===== src/rtl/lsu_mem_arbiter.sv =====
// lsu_mem_arbiter
// Picks one LDQ head or committed SDQ head per idle cycle and pops it.
// Issues it to the cache as a single-outstanding valid/ready request.
// Returns load data as a writeback tagged with the LDQ index.
// Speculative loads are squashed on flush; committed stores always complete.
module lsu_mem_arbiter #(
  parameter int ADDR_W     = 32,
  parameter int DATA_W     = 32,
  parameter int LDQ_IDX_W  = 3,
  parameter int STARVE_MAX = 4
) (
  input  logic                 clk_i,
  input  logic                 rst_i,
  input  logic                 flush_i,
  input  logic                 ld_vld_i,
  input  logic [ADDR_W-1:0]    ld_addr_i,
  input  logic [LDQ_IDX_W-1:0] ld_idx_i,
  output logic                 ld_issue_en_o,
  input  logic                 st_vld_i,
  input  logic [ADDR_W-1:0]    st_addr_i,
  input  logic [DATA_W-1:0]    st_data_i,
  input  logic [DATA_W/8-1:0]  st_be_i,
  output logic                 st_issue_en_o,
  output logic                 mem_req_vld_o,
  input  logic                 mem_req_rdy_i,
  output logic                 mem_req_we_o,
  output logic [ADDR_W-1:0]    mem_req_addr_o,
  output logic [DATA_W-1:0]    mem_req_wdata_o,
  output logic [DATA_W/8-1:0]  mem_req_be_o,
  input  logic                 mem_rsp_vld_i,
  input  logic [DATA_W-1:0]    mem_rsp_data_i,
  output logic                 ld_wb_vld_o,
  output logic [LDQ_IDX_W-1:0] ld_wb_idx_o,
  output logic [DATA_W-1:0]    ld_wb_data_o,
  output logic                 busy_o
);

  localparam int BE_W  = DATA_W / 8;
  localparam int CNT_W = $clog2(STARVE_MAX + 1);
  localparam logic [CNT_W-1:0] STARVE_CNT_MAX = CNT_W'(STARVE_MAX);

  typedef enum logic [1:0] {
    S_IDLE     = 2'd0,
    S_REQ      = 2'd1,
    S_WAIT_RSP = 2'd2
  } state_e;

  state_e                 state_q,       state_d;
  logic [CNT_W-1:0]       starve_cnt_q,  starve_cnt_d;
  logic                   squash_q,      squash_d;
  logic                   req_we_q,      req_we_d;
  logic [ADDR_W-1:0]      req_addr_q,    req_addr_d;
  logic [DATA_W-1:0]      req_wdata_q,   req_wdata_d;
  logic [BE_W-1:0]        req_be_q,      req_be_d;
  logic [LDQ_IDX_W-1:0]   req_idx_q,     req_idx_d;
  logic                   wb_vld_q,      wb_vld_d;
  logic [LDQ_IDX_W-1:0]   wb_idx_q,      wb_idx_d;
  logic [DATA_W-1:0]      wb_data_q,     wb_data_d;

  logic st_grant;
  logic ld_grant;

  // Grant decision in IDLE: stores win when loads are absent, flushed, or the store has starved.
  always_comb begin
    st_grant = 1'b0;
    ld_grant = 1'b0;
    if (rst_i && (state_q == S_IDLE)) begin
      if (st_vld_i && (!ld_vld_i || flush_i || (starve_cnt_q == STARVE_CNT_MAX))) begin
        st_grant = 1'b1;
      end else if (ld_vld_i && !flush_i) begin
        ld_grant = 1'b1;
      end else begin
        st_grant = 1'b0;
        ld_grant = 1'b0;
      end
    end else begin
      st_grant = 1'b0;
      ld_grant = 1'b0;
    end
  end

  // Next-state, request capture, starvation counter, squash and writeback generation.
  always_comb begin
    state_d      = state_q;
    starve_cnt_d = starve_cnt_q;
    squash_d     = squash_q;
    req_we_d     = req_we_q;
    req_addr_d   = req_addr_q;
    req_wdata_d  = req_wdata_q;
    req_be_d     = req_be_q;
    req_idx_d    = req_idx_q;
    wb_vld_d     = 1'b0;
    wb_idx_d     = wb_idx_q;
    wb_data_d    = wb_data_q;

    case (state_q)
      S_IDLE: begin
        if (st_grant) begin
          req_we_d     = 1'b1;
          req_addr_d   = st_addr_i;
          req_wdata_d  = st_data_i;
          req_be_d     = st_be_i;
          req_idx_d    = '0;
          starve_cnt_d = '0;
          state_d      = S_REQ;
        end else if (ld_grant) begin
          req_we_d    = 1'b0;
          req_addr_d  = ld_addr_i;
          req_wdata_d = '0;
          req_be_d    = '1;
          req_idx_d   = ld_idx_i;
          state_d     = S_REQ;
          // A waiting store lost this round; count it, saturating.
          if (st_vld_i && (starve_cnt_q < STARVE_CNT_MAX)) begin
            starve_cnt_d = starve_cnt_q + CNT_W'(1);
          end else begin
            starve_cnt_d = starve_cnt_q;
          end
        end else begin
          state_d = S_IDLE;
        end
      end

      S_REQ: begin
        if (mem_req_rdy_i) begin
          if (req_we_q) begin
            state_d = S_IDLE;
          end else begin
            // Accept beats a same-cycle flush: the response must still be drained.
            squash_d = flush_i;
            state_d  = S_WAIT_RSP;
          end
        end else if (flush_i && !req_we_q) begin
          state_d = S_IDLE;
        end else begin
          state_d = S_REQ;
        end
      end

      S_WAIT_RSP: begin
        if (mem_rsp_vld_i) begin
          state_d  = S_IDLE;
          squash_d = 1'b0;
          if (!squash_q && !flush_i) begin
            wb_vld_d  = 1'b1;
            wb_idx_d  = req_idx_q;
            wb_data_d = mem_rsp_data_i;
          end else begin
            wb_vld_d = 1'b0;
          end
        end else if (flush_i) begin
          squash_d = 1'b1;
        end else begin
          squash_d = squash_q;
        end
      end

      default: begin
        state_d  = S_IDLE;
        squash_d = 1'b0;
      end
    endcase
  end

  // State and datapath registers with synchronous active-low reset.
  always_ff @(posedge clk_i) begin
    if (!rst_i) begin
      state_q      <= S_IDLE;
      starve_cnt_q <= '0;
      squash_q     <= 1'b0;
      req_we_q     <= 1'b0;
      req_addr_q   <= '0;
      req_wdata_q  <= '0;
      req_be_q     <= '0;
      req_idx_q    <= '0;
      wb_vld_q     <= 1'b0;
      wb_idx_q     <= '0;
      wb_data_q    <= '0;
    end else begin
      state_q      <= state_d;
      starve_cnt_q <= starve_cnt_d;
      squash_q     <= squash_d;
      req_we_q     <= req_we_d;
      req_addr_q   <= req_addr_d;
      req_wdata_q  <= req_wdata_d;
      req_be_q     <= req_be_d;
      req_idx_q    <= req_idx_d;
      wb_vld_q     <= wb_vld_d;
      wb_idx_q     <= wb_idx_d;
      wb_data_q    <= wb_data_d;
    end
  end

  assign ld_issue_en_o   = ld_grant;
  assign st_issue_en_o   = st_grant;
  assign mem_req_vld_o   = (state_q == S_REQ);
  assign mem_req_we_o    = req_we_q;
  assign mem_req_addr_o  = req_addr_q;
  assign mem_req_wdata_o = req_wdata_q;
  assign mem_req_be_o    = req_be_q;
  assign ld_wb_vld_o     = wb_vld_q;
  assign ld_wb_idx_o     = wb_idx_q;
  assign ld_wb_data_o    = wb_data_q;
  assign busy_o          = (state_q != S_IDLE);

endmodule


===== config.mk =====
export PLATFORM = sky130hd
export DESIGN_NAME = lsu_mem_arbiter
export DESIGN_NICKNAME = d
export VERILOG_FILES = /design/src/rtl/lsu_mem_arbiter.sv
export SDC_FILE = /design/constraint.sdc
export NUM_CORES = 1
export LEC_CHECK = 0
export CORE_MARGIN = 8
export CORE_UTILIZATION = 23
export CTS_CLUSTER_DIAMETER = 200
export DETAILED_ROUTE_END_ITERATION = 8
export HOLD_SLACK_MARGIN = 0.02
export PLACE_DENSITY = 0.55
export SLEW_MARGIN = 25
export SYNTH_ARGS = -nofsm -noshare
export SYNTH_HDL_FRONTEND = slang
export SYNTH_SLANG_ARGS = --single-unit

===== constraint.sdc =====
create_clock -name clk_i -period 2.1 [get_ports clk_i]
set_clock_uncertainty 0.15 [all_clocks]
set_input_delay 0.21 -clock clk_i [delete_from_list [all_inputs] [get_ports clk_i]]
set_output_delay 0.21 -clock clk_i [all_outputs]
set_load 0.03 [all_outputs]

## Yosys cells after proc, flatten, opt, wreduce, memory -nomap -nowiden

Cells that the tools add are included.

| cells by class | value |
|---|---|
| add/sub/neg operators | 1 |
| $lt $le $gt $ge | 1 |
| equality and inequality tests | 7 |
| mux-type cells | 31 |
| bitwise logic cells | 1 |
| reductions and logical operators | 21 |

Operators by type and width:

| operator | count |
|---|---|
| 32-bit two-way mux | 4 |
| 1-bit two-way mux | 15 |
| 3-bit two-way mux | 5 |
| 3-bit AND reduction | 3 |
| 4-bit two-way mux | 2 |
| 1-bit logical AND | 6 |
| 2-bit two-way mux | 3 |
| 2-bit one-hot mux with 3 select lines | 1 |
| 2-bit nonzero test | 3 |
| 1-bit logical NOT | 4 |
| 2-bit inequality test, second input constant | 2 |
| 4-bit AND reduction | 1 |
| 3-bit by 1-bit adder with 3-bit output, second input constant | 1 |
| 3-bit equality test, second input constant | 1 |
| 3-bit < comparator, second input constant | 1 |
| 3-bit inequality test, second input constant | 1 |
| 1-bit one-hot mux with 3 select lines | 1 |
| 2-bit by 1-bit equality test with 1-bit output, second input constant | 1 |
| 2-bit equality test, second input constant | 1 |
| 2-bit logical NOT | 1 |
| 1-bit logical OR | 2 |
| 2-bit by 1-bit inequality test with 1-bit output, second input constant | 1 |
| 2-bit AND reduction | 1 |
| 1-bit NOT | 1 |

| storage, ports and cells | value |
|---|---|
| bits in registers | 114 |
| input port bits | 142 |
| output and inout port bits | 109 |
| word-level logic and storage cells | 73 |

## Longest topological paths before layout

| logic depth | value |
|---|---|
| depth in word-level cells | 9 |
| gate-level depth with buffers | 8 |
| depth with buffers taken out | 6 |

## Least setup slack after synthesis

Ideal clock, no wire load.

| path | value |
|---|---|
| kind | register -> register |
| start point | register starve_cnt_q[0] |
| end point | register req_addr_q[10], in the netlist mem_req_addr_o[10] |
| setup time | 122 ps |
| arrival time | 1594 ps |
| required time | 1828 ps |
| path slack | 234 ps |
| stages on the path, launching flop included | 9 |
| buffers on the path | 2 |
| period minus slack after synthesis | 1866 ps |
| cell sequence | dfxtp_1 > inv_1 > ha_1 > and2_1 > o21ai_4 > inv_2 > buf_6 > buf_6 > a221o_1 |

| between the ends | value |
|---|---|
| word-level cells in the longest chain between the ends | 7 |
| elaborated cells on any way between the ends | 10 |
| classes of those cells | eq/ne (1); mux (5); reduce/logical (4) |

RTL lines:

| element | RTL line | RTL |
|---|---|---|
| start, declared | 49 | `logic [CNT_W-1:0] starve_cnt_q, starve_cnt_d;` |
| start signal, assigned | 181 | `starve_cnt_q <= starve_cnt_d;` |
| 3-bit equality test (*) | 68 | `if (st_vld_i && (!ld_vld_i \|\| flush_i \|\| (starve_cnt_q == STARVE_CNT_MAX))) begin` |
| 1-bit logical OR (*) | 68 |  |
| 1-bit logical AND (*) | 68 |  |
| 1-bit two-way mux | 68 |  |
| 1-bit two-way mux | 67 | `if (rst_i && (state_q == S_IDLE)) begin` |
| 2-bit nonzero test (no source line) | -- |  |
| 2-bit AND reduction (no source line) | -- |  |
| end signal, assigned | 184 | `req_addr_q <= req_addr_d;` |
| end, declared | 52 | `logic [ADDR_W-1:0] req_addr_q, req_addr_d;` |

Mark *: on every way between the ends. The rest lies on a longest branch, timed or not.
A chain may end at the register's enable or synchronous reset.

## Worst setup path after layout

| path | value |
|---|---|
| start point | register starve_cnt_q[1] |
| end point | output port st_issue_en_o |

| between the ends | value |
|---|---|
| word-level cells in the longest chain between the ends | 5 |

RTL lines:

| element | RTL line | RTL |
|---|---|---|
| 3-bit equality test | 68 |  |
| 1-bit logical OR | 68 |  |
| 1-bit logical AND | 68 |  |
| 1-bit two-way mux | 68 |  |
| 1-bit two-way mux | 67 |  |
| end, declared | 23 | `output logic st_issue_en_o,` |

Every way passes these cells.

==> results list <==
- Launching element of the worst setup path: starve_cnt_q[1]
* Relative contribution of sequential cells to total power: 34.7%
- Capture instance of the worst register-to-register path: mem_req_addr_o[5]
* Crit Reg-Reg Startpoint: starve_cnt_q[1]
- In this run, the combinational gates consume 15.5% of the power.
* Detailed Route Iter0 Violations: 126
* Period utilisation layout: 96.0%
- Maximum number of pins on one net before global-route repair: 65
- Detailed placement finished with a half-perimeter wire length of ~12 mm.
- Summing every instance area after synthesis gives approximately 0.0042 mm^2.
- Leading area contributor after synthesis: dfxtp_1
* Worst setup SP type: flop
* Die Outline Area: 0.0229 mm^2
- The via count of the first global-routing pass is ~4,400.
* Fraction of power spent switching nets: approximately 23%
- EDFF count, synth: 0
- Prior to clock tree synthesis, the placed netlist has a worst setup slack of ~47 ps.
* Relative slew slack: 68.2%
- After synthesis, the share of flip-flops with an asynchronous set or reset is 0%.
* Gpl congestion: ~0.72
* Effective utilization at floorplan: 23.4%
- Peak supply drop: 0.657 mV
* Worst hold path depth: 3
- Cell internal power was estimated by the tool at 0.00520 W.
- The clock net in this run drives a total of 114 sinks.
* Layout area overhead: 85.4%
- Final setup slack of the worst path: 84.2 ps
* Power density relative to cell area: 865 mW/mm^2
* Hold buffer count at CTS: 0
- Max-cap violation count: 0
- In this run the vertical extent of the chip is 151 um.
- Data on the critical path is required at its endpoint by 1740 ps.
* Clock insertion delay at the later pin of the skew report: between 400 and 500 ps
* Global router's overall resource usage: 13.6%
* Fraction of final layout cells sized beyond drive strength 1: 11.0%
- The clock passes through at most 2 buffers.
- CTS placed an instance of clkbuf_16 at the clock tree root.
- Number of nets in the final layout: between 800 and 900
- Dominant register cell in the synthesized netlist: dfxtp_1
* Launch point of the worst hold path: mem_rsp_data_i[3]
- Count of port buffers added during placement: 250
- The critical path in this run is classified as reg -> out.
- Slew @ Worst Pin: 476 ps
* Highest achievable clock rate: 0.496 GHz
- Area of the core: between 0.015 and 0.02 mm^2
- Count of boundary I/O pins: between 200 and 300
- After synthesis, the cell types taking the most area are dfxtp_1 (54%), a221o_1 (7.6%), a22o_1 (6.7%), nand2_1 (6.4%), and3_1 (4.9%).
- In this run the static leakage power is 3.02 nW.
- Ant diodes: 0
- The library cell used most frequently in the layout, excluding fill and tap cells, is clkdlybuf4s50_1.
- Total detailed-routing wirelength: 16.1 mm
* TritonCTS clock tree: yes
- Along the worst path, the maximum fanout reaches 10.
* Crit end category: primary output
- Most frequent cells in the layout: clkdlybuf4s50_1 (246), dfxtp_1 (111), nand2_1 (72)
* Placed cells: ~870
- Post-Route Utilization: 43.4%
- Fraction of synthesized cell area taken by the top area cell type: roughly 54%
- Max H-tree Level: 4
- Number of vias per cell after detailed routing: 4.60
* Final max-slew violation count: 0
- In the final routed layout, each cell accounts on average for ~18 um.
* Power spent charging and discharging nets: 0.00154 W
- Post-Syn Instances: between 400 and 500
- Run status: finished, final reports clean
- Detailed-route DRC error count: 0
- In this run the remaining antenna-violating nets after routing total 0.
- The number of different library cells used by synthesis comes to 37.
* Class of the most critical hold timing path: in -> reg
- Per report_power, the clock group accounts for between 40% and 50% of the total.
* Number of register bits inferred by synthesis: 114
- A synthesized cell averages 10.2 um^2.
- Critical path data arrival time: 1660 ps
* Number of nets produced by synthesis: 560
- The first global-routing pass estimated ~24 mm of wire.
* Width of the chip: around 150 um
* Final hold viol count: 0
* Min Hold Slack: 194 ps
* Clock slew at reported path FFs: 50 ps
- Setup Viol. Count Final: 0
- Hold Path End: ld_wb_data_o[3]
* Filler-free cell count of the finished design: 911
- Rows: 49
- Final worst path period need: 2020 ps
- Share of synthesized area occupied by flip-flops and latches: 54.3%
* Number of antenna violations at the first check in global routing: 0
- Counting cells, the worst reg-to-reg path comes to 8.
- Counting the buffers created by CTS gives 17.
- The first TritonRoute pass finished after 5 iterations.
- During synthesis, Yosys emitted a total of 0 warnings.
* Via count: 4,190
- Adding up every negative setup slack in the final design gives 0 ps.
- Remaining Overflow, GRT: 0
* RSZ-0062 raised after global routing: no
- FF-to-FF setup slack: 140 ps
-- power groups by stage --
stage | Sequential, W | Clock [W] | Combinational (W)
floorplan | 0.00259 | 0 | 0.000247
detailed placement | 0.00238 | 0 | 0.00103
global placement | 0.00238 | 0 | 0.00102
finish | 0.00234 | 0.00335 | 0.00105
CTS | 0.00234 | 0.00346 | 0.00105
global route | 0.00235 | 0.00354 | 0.00110
-- worst max-delay path, stage by stage (launching register included) --
cell,delay (ps)
dfxtp_2,340
inv_1,50
ha_1,190
and2_4,180
o21ai_4,150
inv_4,60
buf_12,150
buf_6,140
-- layer usage --
metal / GRT usage (%) / vias up / part of all wire [%]
li1: - / 2026 / -
met1: 14.9 / 2003 / 39
met2: 23.5 / 144 / 50
met3: 5.44 / 17 / 8.7
met4: 4.85 / 0 / 1.5
met5: 0 / - / 0
-- cell type report --
cell class | instances | area (um^2)
Clock buffer | 23 | 488
Clock inverter | 9 | 199
Fill cell | 1676 | 10200
Inverter | 8 | 32.5
Multi-Input combinational cell | 257 | 1730
Sequential cell | 114 | 2290
Tap cell | 229 | 287
Timing Repair Buffer | 271 | 2770
-- what timing repair did --
item / CTS / global route
buffers inserted: 1 / 4
pin swaps: 0 / 1
gates cloned: 1 / 0
endpoints found under the setup margin: 3 / 2
gates resized for setup: 11 / 2
-- cells in the mapped netlist (all sizes together), types with 5 or more instances --
cell type	n
ha	5
a22o	32
dfxtp	114
a221o	32
and3	33
o221a	7
inv	8
clkbuf	9
nand2	72
a21oi	38
buf	25
-- flip-flops by register name (all words and copies together), names as in the netlist --
signal	cells
req_idx_q	3
ld_wb_idx_o	3
starve_cnt_q	3
state_q	2
ld_wb_data_o	32
mem_req_wdata_o	32
mem_req_we_o	1
ld_wb_vld_o	1
mem_req_be_o	4
squash_q	1
mem_req_addr_o	32
-- kinds of logic (layout without fill, tap and decap cells) --
group                    Yosys count  in the layout  share of synthesized area [%]
AO/OA/AOI/OAI                    120            120                           22.9
flip-flops                       114            114                           54.3
AND/OR/NAND/NOR                  129            129                           15.3
adder cells (fa/ha/maj)            5              5                           1.49
multiplexers                       3              3                          0.715
buffers and inverters             42            311                           5.30
-- worst max-delay path by stage --
stage | end | cells after the start
floorplan | mem_req_addr_o[10] | 8
global placement | mem_req_addr_o[3] | 5
detailed placement | mem_req_addr_o[8] | 5
CTS | st_issue_en_o | 7
global route | st_issue_en_o | 7
finish | st_issue_en_o | 7
-- stage by stage --
stage	instance area [um^2]	total power, W
4_1_cts	7750	0.00685
6_report	7790	0.00674
3_3_place_gp	7000	0.00340
2_1_floorplan	4200	0.00283
3_5_place_dp	7000	0.00342
5_1_grt	7790	0.00700
No activity file was read; power rests on OpenSTA's default activity.
